`config.mk`:
```
export PLATFORM = sky130hd
export DESIGN_NAME = unary_bin_decoder_flat
export DESIGN_NICKNAME = d
export VERILOG_FILES = /design/src/rtl/unary_bin_decoder_pkg.sv /design/src/rtl/unary_bin_decoder_if.sv /design/src/rtl/ones_window_counter.sv /design/src/rtl/unary_bin_decoder.sv /design/src/flat_wrapper.sv
export SDC_FILE = /design/constraint.sdc
export NUM_CORES = 1
export LEC_CHECK = 0
export CAP_MARGIN = 20
export CELL_PAD_IN_SITES_DETAIL_PLACEMENT = 0
export CELL_PAD_IN_SITES_GLOBAL_PLACEMENT = 2
export CORE_MARGIN = 10
export CORE_UTILIZATION = 40
export DETAILED_ROUTE_END_ITERATION = 10
export DONT_BUFFER_PORTS = 1
export GPL_TIMING_DRIVEN = 1
export PLACE_DENSITY_LB_ADDON = 0.1
export SYNTH_ARGS = -nofsm -noshare
export SYNTH_HDL_FRONTEND = slang
export SYNTH_SLANG_ARGS = --single-unit
```
`constraint.sdc`:
```
create_clock -name iClk -period 1.9 [get_ports iClk]
set_input_delay 0.19 -clock iClk [delete_from_list [all_inputs] [get_ports iClk]]
set_output_delay 0.19 -clock iClk [all_outputs]
set_load 0.1 [all_outputs]
```
`src/rtl/unary_bin_decoder_pkg.sv`:
```
// Shared definitions for the unary-to-binary window decoder.
package unary_bin_decoder_pkg;

  localparam int unsigned DEFAULT_BITWIDTH = 8;

  typedef enum logic [1:0] {
    IDLE = 2'd0,
    RUN  = 2'd1,
    DONE = 2'd2
  } state_e;

endpackage

```
`src/rtl/unary_bin_decoder_if.sv`:
```
// Stream-in / result-out port bundle of the unary-to-binary decoder.
interface unary_bin_decoder_if
  import unary_bin_decoder_pkg::*;
#(
  parameter int unsigned BITWIDTH = DEFAULT_BITWIDTH
);

  logic              iStart;
  logic              iEn;
  logic              iA;
  logic              iReady;
  logic              oValid;
  logic [BITWIDTH:0] oData;
  logic              oBusy;

  modport master (
    output iStart, iEn, iA, iReady,
    input  oValid, oData, oBusy
  );

  modport slave (
    input  iStart, iEn, iA, iReady,
    output oValid, oData, oBusy
  );

endinterface

```
`src/rtl/ones_window_counter.sv`:
```
// Sample counter and ones accumulator for one 2^BITWIDTH-sample window.
module ones_window_counter #(
  parameter int unsigned BITWIDTH = 8
) (
  input  logic              iClk,
  input  logic              iRst,
  input  logic              iClear,
  input  logic              iEn,
  input  logic              iA,
  output logic              oLast,
  output logic [BITWIDTH:0] oNext
);

  localparam logic [BITWIDTH-1:0] CntOne = {{(BITWIDTH-1){1'b0}}, 1'b1};

  logic [BITWIDTH-1:0] cnt;
  logic [BITWIDTH:0]   acc;

  assign oLast = iEn && (&cnt);
  assign oNext = acc + {{BITWIDTH{1'b0}}, iA};

  // Counter wraps to 0 naturally on the last sample.
  always_ff @(posedge iClk or posedge iRst) begin
    if (iRst) begin
      cnt <= '0;
      acc <= '0;
    end else if (iClear) begin
      cnt <= '0;
      acc <= '0;
    end else if (iEn) begin
      cnt <= cnt + CntOne;
      acc <= oNext;
    end
  end

endmodule

```
`src/rtl/unary_bin_decoder.sv`:
```
// Counts ones over a 2^BITWIDTH-sample window and hands the count out on valid/ready.
module unary_bin_decoder
  import unary_bin_decoder_pkg::*;
#(
  parameter int unsigned BITWIDTH = DEFAULT_BITWIDTH
) (
  input logic               iClk,
  input logic               iRst,
  unary_bin_decoder_if.slave bus
);

  state_e            state;
  logic              last;
  logic [BITWIDTH:0] next_count;

  // Counter is held clear outside RUN so every window starts from zero.
  ones_window_counter #(
    .BITWIDTH(BITWIDTH)
  ) u_counter (
    .iClk  (iClk),
    .iRst  (iRst),
    .iClear(state != RUN),
    .iEn   ((state == RUN) && bus.iEn),
    .iA    (bus.iA),
    .oLast (last),
    .oNext (next_count)
  );

  always_ff @(posedge iClk or posedge iRst) begin
    if (iRst) begin
      state      <= IDLE;
      bus.oValid <= 1'b0;
      bus.oData  <= '0;
      bus.oBusy  <= 1'b0;
    end else begin
      unique case (state)
        IDLE: begin
          if (bus.iStart) begin
            state     <= RUN;
            bus.oBusy <= 1'b1;
          end
        end
        RUN: begin
          if (last) begin
            state      <= DONE;
            bus.oData  <= next_count;
            bus.oValid <= 1'b1;
            bus.oBusy  <= 1'b0;
          end
        end
        DONE: begin
          if (bus.iReady) begin
            bus.oValid <= 1'b0;
            if (bus.iStart) begin
              state     <= RUN;
              bus.oBusy <= 1'b1;
            end else begin
              state <= IDLE;
            end
          end
        end
        default: begin
          state      <= IDLE;
          bus.oValid <= 1'b0;
          bus.oBusy  <= 1'b0;
        end
      endcase
    end
  end

endmodule
```
`src/flat_wrapper.sv`:
```
// flat-port wrapper written by rule: the top's interface ports become plain ports
module unary_bin_decoder_flat import unary_bin_decoder_pkg::*;
#(
  parameter int unsigned BITWIDTH = DEFAULT_BITWIDTH
)
  (iClk, iRst, bus_iStart, bus_iEn, bus_iA, bus_iReady, bus_oValid, bus_oData, bus_oBusy);
  unary_bin_decoder_if #(.BITWIDTH(BITWIDTH)) bus_i ();
  input logic iClk;
  input logic iRst;
  input wire logic [$bits(bus_i.iStart)-1:0] bus_iStart;
  input wire logic [$bits(bus_i.iEn)-1:0] bus_iEn;
  input wire logic [$bits(bus_i.iA)-1:0] bus_iA;
  input wire logic [$bits(bus_i.iReady)-1:0] bus_iReady;
  output wire logic [$bits(bus_i.oValid)-1:0] bus_oValid;
  output wire logic [$bits(bus_i.oData)-1:0] bus_oData;
  output wire logic [$bits(bus_i.oBusy)-1:0] bus_oBusy;
  assign bus_i.iStart = bus_iStart;
  assign bus_i.iEn = bus_iEn;
  assign bus_i.iA = bus_iA;
  assign bus_i.iReady = bus_iReady;
  assign bus_oValid = bus_i.oValid;
  assign bus_oData = bus_i.oData;
  assign bus_oBusy = bus_i.oBusy;
  unary_bin_decoder #(.BITWIDTH(BITWIDTH)) u_core (.iClk(iClk), .iRst(iRst), .bus(bus_i));
endmodule
```
# After elaboration in Yosys (flattened, before gate mapping)
# Index checks and enable logic that the tools add are counted.
# W data, S select, Z words.
# totals
ff_bits	30
latch_bits	0
mem_bits_rw	0
rom_bits	0
inputBits	6
out_inout_bits	11
elab_cells	40
memories	0
# op_classes
addsub	2
mul	0
n_div	0
order_cmp	0
eq_ne	6
shift	0
mux	16
n_bitwise	1
reduce_logical	9
# op_table
cell	n
$mux W9	2
$mux W8	2
$add A9 B1 Y9	1
$add A8 B1 Y8 const B	1
$reduce_and A8 Y1	1
$mux W1	6
$mux W2	3
$pmux W1 S3	2
$pmux W2 S3	1
$reduce_and A3 Y1	2
$ne A2 B1 Y1 const B	2
$ne A2 B2 Y1 const B	2
$reduce_and A2 Y1	2
$eq A2 B1 Y1 const B	1
$eq A2 B2 Y1 const B	1
$logic_and A1 B1 Y1	2
$logic_not A2 Y1	1
$reduce_bool A2 Y1	1
$not A1 Y1	1

# Logic depth before layout (Yosys ltp)
# depth
ltp_word	5
ltp_mapped	6
ltp_nobuf	5

# Cells and area by module
# Synthesis repeated with hierarchy kept, for this count alone.
# hier_totals
hier_cells	140
area_unflattened_um2	1512.7
# by_module_without_submodules
mod	instances	cells_per_inst	area_per_inst_um2	seq_area_each_um2
ones_window_counter	1	98	945.9	425.4
unary_bin_decoder	1	42	566.8	325.3

# Worst setup path before layout
# Ideal clock, no wire load.
# synth_timing
path_kind	flip-flop to flip-flop
startpoint	register u_core.u_counter.cnt[0]
endpoint	register u_core.bus.oData[0]
arrival_ps	1502
required_ps	1775
slack_ps	272
path_stages_with_launch	6
path_buffers	1
period_less_slack_ps	1628
cell_sequence	dfrtp_1 > ha_1 > nand4_1 > nor3_2 > buf_2 > mux2_2
# synth_via
elab_chain_cells	3
# synth_rtl
item	line_no	rtl
start, declared	ones_window_counter.sv:16	logic [BITWIDTH-1:0] cnt;
start signal, assigned	ones_window_counter.sv:31	cnt <= cnt + CntOne;
$reduce_and A8 Y1	ones_window_counter.sv:19	assign oLast = iEn && (&cnt);
$logic_and A1 B1 Y1	ones_window_counter.sv:19	
$reduce_and A2 Y1 (no source line)	-	
end signal, assigned	unary_bin_decoder.sv:46	bus.oData <= next_count;
end, declared	unary_bin_decoder_if.sv:23	output oValid, oData, oBusy
# Every way passes these cells.
# A chain may end at the register's enable or synchronous reset.

# Final worst setup path
# layout_timing
startpoint	register u_core.u_counter.acc[0]
endpoint	register u_core.bus.oData[8]
# layout_via
elab_chain_cells	1
# layout_rtl
item	line_no	rtl
start, declared	ones_window_counter.sv:17	logic [BITWIDTH:0] acc;
start signal, assigned	ones_window_counter.sv:32	acc <= oNext;
$add A9 B1 Y9	ones_window_counter.sv:20	assign oNext = acc + {{BITWIDTH{1'b0}}, iA};
# Every way passes these cells.

==> metrics.md <==
| Metric | Value |
|---|---|
| Status | `complete, no violations` |
| Setup Viol. Count Final | `0` |
| First-pass GRT wire length | `5260 µm` |
| Layout cells sized above 1 | `0.192` |
| Synth cell types | `32` |
| # hold bufs at CTS | `1` |
| Final TNS setup | `0 ps` |
| Internal power | `1.22 mW` |
| ANT nets after route | `0` |
| RSZ-0062 raised after global routing | `false` |
| Final-report hold violation count | `0` |
| Yosys Warn Count | `0` |
| Worst setup EP type | `register` |
| Total number of vias | `1098` |
| M1 GR Usage | `0.128` |
| Total Die Area | `6470 µm²` |
| TritonCTS clock tree | `done` |
| Final instance area | `1690 µm²` |
| 1st-iter DRT viols | `54` |
| Reg2reg start | `u_core.u_counter.acc[0]` |
| HPWL Detailed | `2100 µm` |
| DR WL/cell | `14.7 µm` |
| Switching power | `574 µW` |
| Hold endpoint | `u_core.u_counter.cnt[0]` |
| Worst-skew pair later-pin latency | `270 ps` |
| Yosys top cell area share | `0.514` |
| Sw Share | `0.319` |
| CTS Buffer Depth | `2` |
| Reg power frac | `0.514` |
| TritonCTS Sinks | `30` |
| CP max FO | `11` |
| WHS Path Cells | `2` |
| Initial core utilization | `0.424` |
| Nets | `166` |
| Pwr Total | `1.80 mW` |
| Drt first pass iters | `4` |
| WP data arrival | `1950 ps` |
| Root buffer cell | `clkbuf_8` |
| Maximum VDD drop | `0.568 mV` |
| IO Count | `17` |
| Layout fillers | `339` |
| Hold Path Origin | `bus_iEn` |
| Die Ht | `80.4 µm` |
| Synth async-reset ratio | `1.00` |
| Routability-driven placement congestion ratio | `0.711` |
| Logic pwr share | `0.211` |
| Post-synth top cells | `dfrtp_1 (30), a21oi_1 (9), o21ai_0 (9)` |
| Reg2reg setup slack | `150 ps` |
| Max-slew violations | `0` |
| CP Cell Sequence | `ha_1, ha_1, nand3_2, or4_1, a31oi_1` |
| Clock-pin slew on the worst setup and hold paths | `60 ps` |
| Mean area per synthesized cell | `10.5 µm²` |
| Dominant cell type by area after synthesis | `dfrtp_1` |
| Number of global-route vias before repair | `1068` |
| Clock group share of total power | `0.275` |
| Initial antenna violation count | `0` |
| Fmax | `0.571 GHz` |
| P&R area growth vs syn | `16.0%` |
| IO Port Bufs | `0` |
| Crit path top cell by count | `ha_1` |
| Startpoint Class | `register` |
| Gr busiest metal | `met2` |
| Seq cells post-synth | `30` |
| Met2 Use GR | `0.149` |
| Setup WS post-layout | `150 ps` |
| GRT overflow | `0` |
| Worst hold slack | `84.3 ps` |
| Synth Net Count | `148` |
| Largest net degree at the start of global routing | `31` |
| Vias/cell | `5.44` |
| Mapped Cells | `139` |
| Period utilization | `0.921` |
| H-tree depth | `2` |
| Worst Hold Class | `input pin to register` |
| Dpl ws | `161 ps` |
| # Max-Cap Violations | `0` |
| Sequential cell area fraction in the yosys report | `0.514` |
| RR Endpoint | `u_core.bus.oData[8]` |
| P_leak | `0.753 nW` |
| Most used DFF post-synth | `dfrtp_1` |
| Critical path's slowest cell | `or4_1` |
| Tmin final | `1750 ps` |
| Top-count cell post-synth | `dfrtp_1` |
| Power per cell area | `1060 nW/µm²` |
| Synth top area cells | `dfrtp_1 (51%), mux2_2 (3.9%), a31oi_1 (3.4%)` |
| Die X | `80.4 µm` |
| Crit path kind | `register to register` |
| Rows | `21` |
| Worst EP required | `2100 ps` |
| Total routed wirelength | `2970 µm` |
| Clk_skew | `2.78 ps` |
| Max_slew headroom | `0.742` |
| Core Box Area | `3440 µm²` |
| DRC Markers | `0` |
| ANT cells | `0` |
| Synthesized area | `1460 µm²` |
| M3 GR Usage | `0.0523` |
| Pin slew with the least headroom to its limit | `387 ps` |
| DP Area | `1600 µm²` |
| Reg2reg path depth | `5` |
| EDFF count, synth | `0` |
| # Post-CTS Setup Buffers | `0` |
| Crit-path max cell delay | `550 ps` |
| Overall Global Routing Usage | `0.104` |
| CTS Buf Count | `5` |
| Post_cts resized | `0` |
cells by family (layout without fill, tap and decap cells):
logic type	after synthesis	count (layout)	synth area share
xor+xnor	8	8	0.0480
fa+ha+maj	3	3	0.0257
buf+inv	10	27	0.0326
flops	30	30	0.514
simple gates	46	46	0.183
mux	8	8	0.0591
compound gates	34	34	0.138
worst max-delay path: cells and delay by family (launching register included):
| family | cells | cell delay (ps) |
|---|---|---|
| adder cells (fa/ha/maj) | 2 | 420 |
| flip-flops | 1 | 340 |
| AO/OA/AOI/OAI | 1 | 170 |
| AND/OR/NAND/NOR | 2 | 740 |
placed cells by master (no fill, tap or decap), types with 4 or more instances in the layout:
cell      Yosys  routed
or3_1         5       5
mux2_2        5       5
o21ai_0       9       9
buf_4         0      15
nand4_1       4       4
a31oi_1       8       8
dfrtp_1      30      30
clkbuf_8      0       6
nand2_1       8       8
xnor2_1       4       4
o31ai_1       5       5
a21oi_1       9       9
or4_1         5       5
xor2_1        4       4
inv_1         5       5
nor2_1        8       8
per-stage QoR:
| step | util | cells |
|---|---|---|
| 6_report | 0.492 | 202 |
| 4_1_cts | 0.492 | 202 |
| 2_1_floorplan | - | 139 |
| 3_5_place_dp | 0.465 | 195 |
| 3_3_place_gp | 0.465 | 195 |
| 5_1_grt | 0.492 | 202 |
worst max-delay path by stage:
stage,startpoint,end,slack (ps),cells after the start
floorplan,u_core.u_counter.cnt[0],u_core.bus.oData[0],270,5
global placement,u_core.u_counter.acc[0],u_core.bus.oData[8],210,5
detailed placement,u_core.u_counter.acc[0],u_core.bus.oData[8],160,5
CTS,u_core.u_counter.acc[0],u_core.bus.oData[8],140,5
global route,u_core.u_counter.acc[0],u_core.bus.oData[8],10,5
finish,u_core.u_counter.acc[0],u_core.bus.oData[8],150,5
per-layer routing:
| layer | up-vias | wire (µm) | share of wire |
|---|---|---|---|
| li1 | 545 | - | - |
| met1 | 521 | 1390 | 0.47 |
| met2 | 28 | 1310 | 0.44 |
| met3 | 4 | 242 | 0.081 |
| met4 | 0 | 30 | 0.010 |
| met5 | - | 0 | 0 |
final cells by class:
type | instances | area (µm²) | share of cell area
multi-input combinational | 99 | 662 | 0.391
tap | 46 | 57.6 | 0.0340
clock buffer | 6 | 82.6 | 0.0487
sequential | 30 | 751 | 0.443
timing repair buffer | 16 | 123 | 0.0724
inverter | 5 | 18.8 | 0.0111
power by group through the flow:
stage	Combinational, mW	Clock, mW	Sequential [mW]
2_1_floorplan	0.314	0	0.897
3_3_place_gp	0.368	0	0.926
3_5_place_dp	0.380	0	0.933
4_1_cts	0.385	0.516	0.922
5_1_grt	0.456	0.545	0.954
6_report	0.380	0.493	0.923
registers in the layout, summed over array words and instances (netlist names):
signal,cells
u_core.bus.oData,9
u_core.bus.oValid,1
u_core.u_counter.cnt,8
u_core.bus.oBusy,1
u_core.u_counter.acc,9
u_core.state,2
No activity file was read; power rests on OpenSTA's default activity.
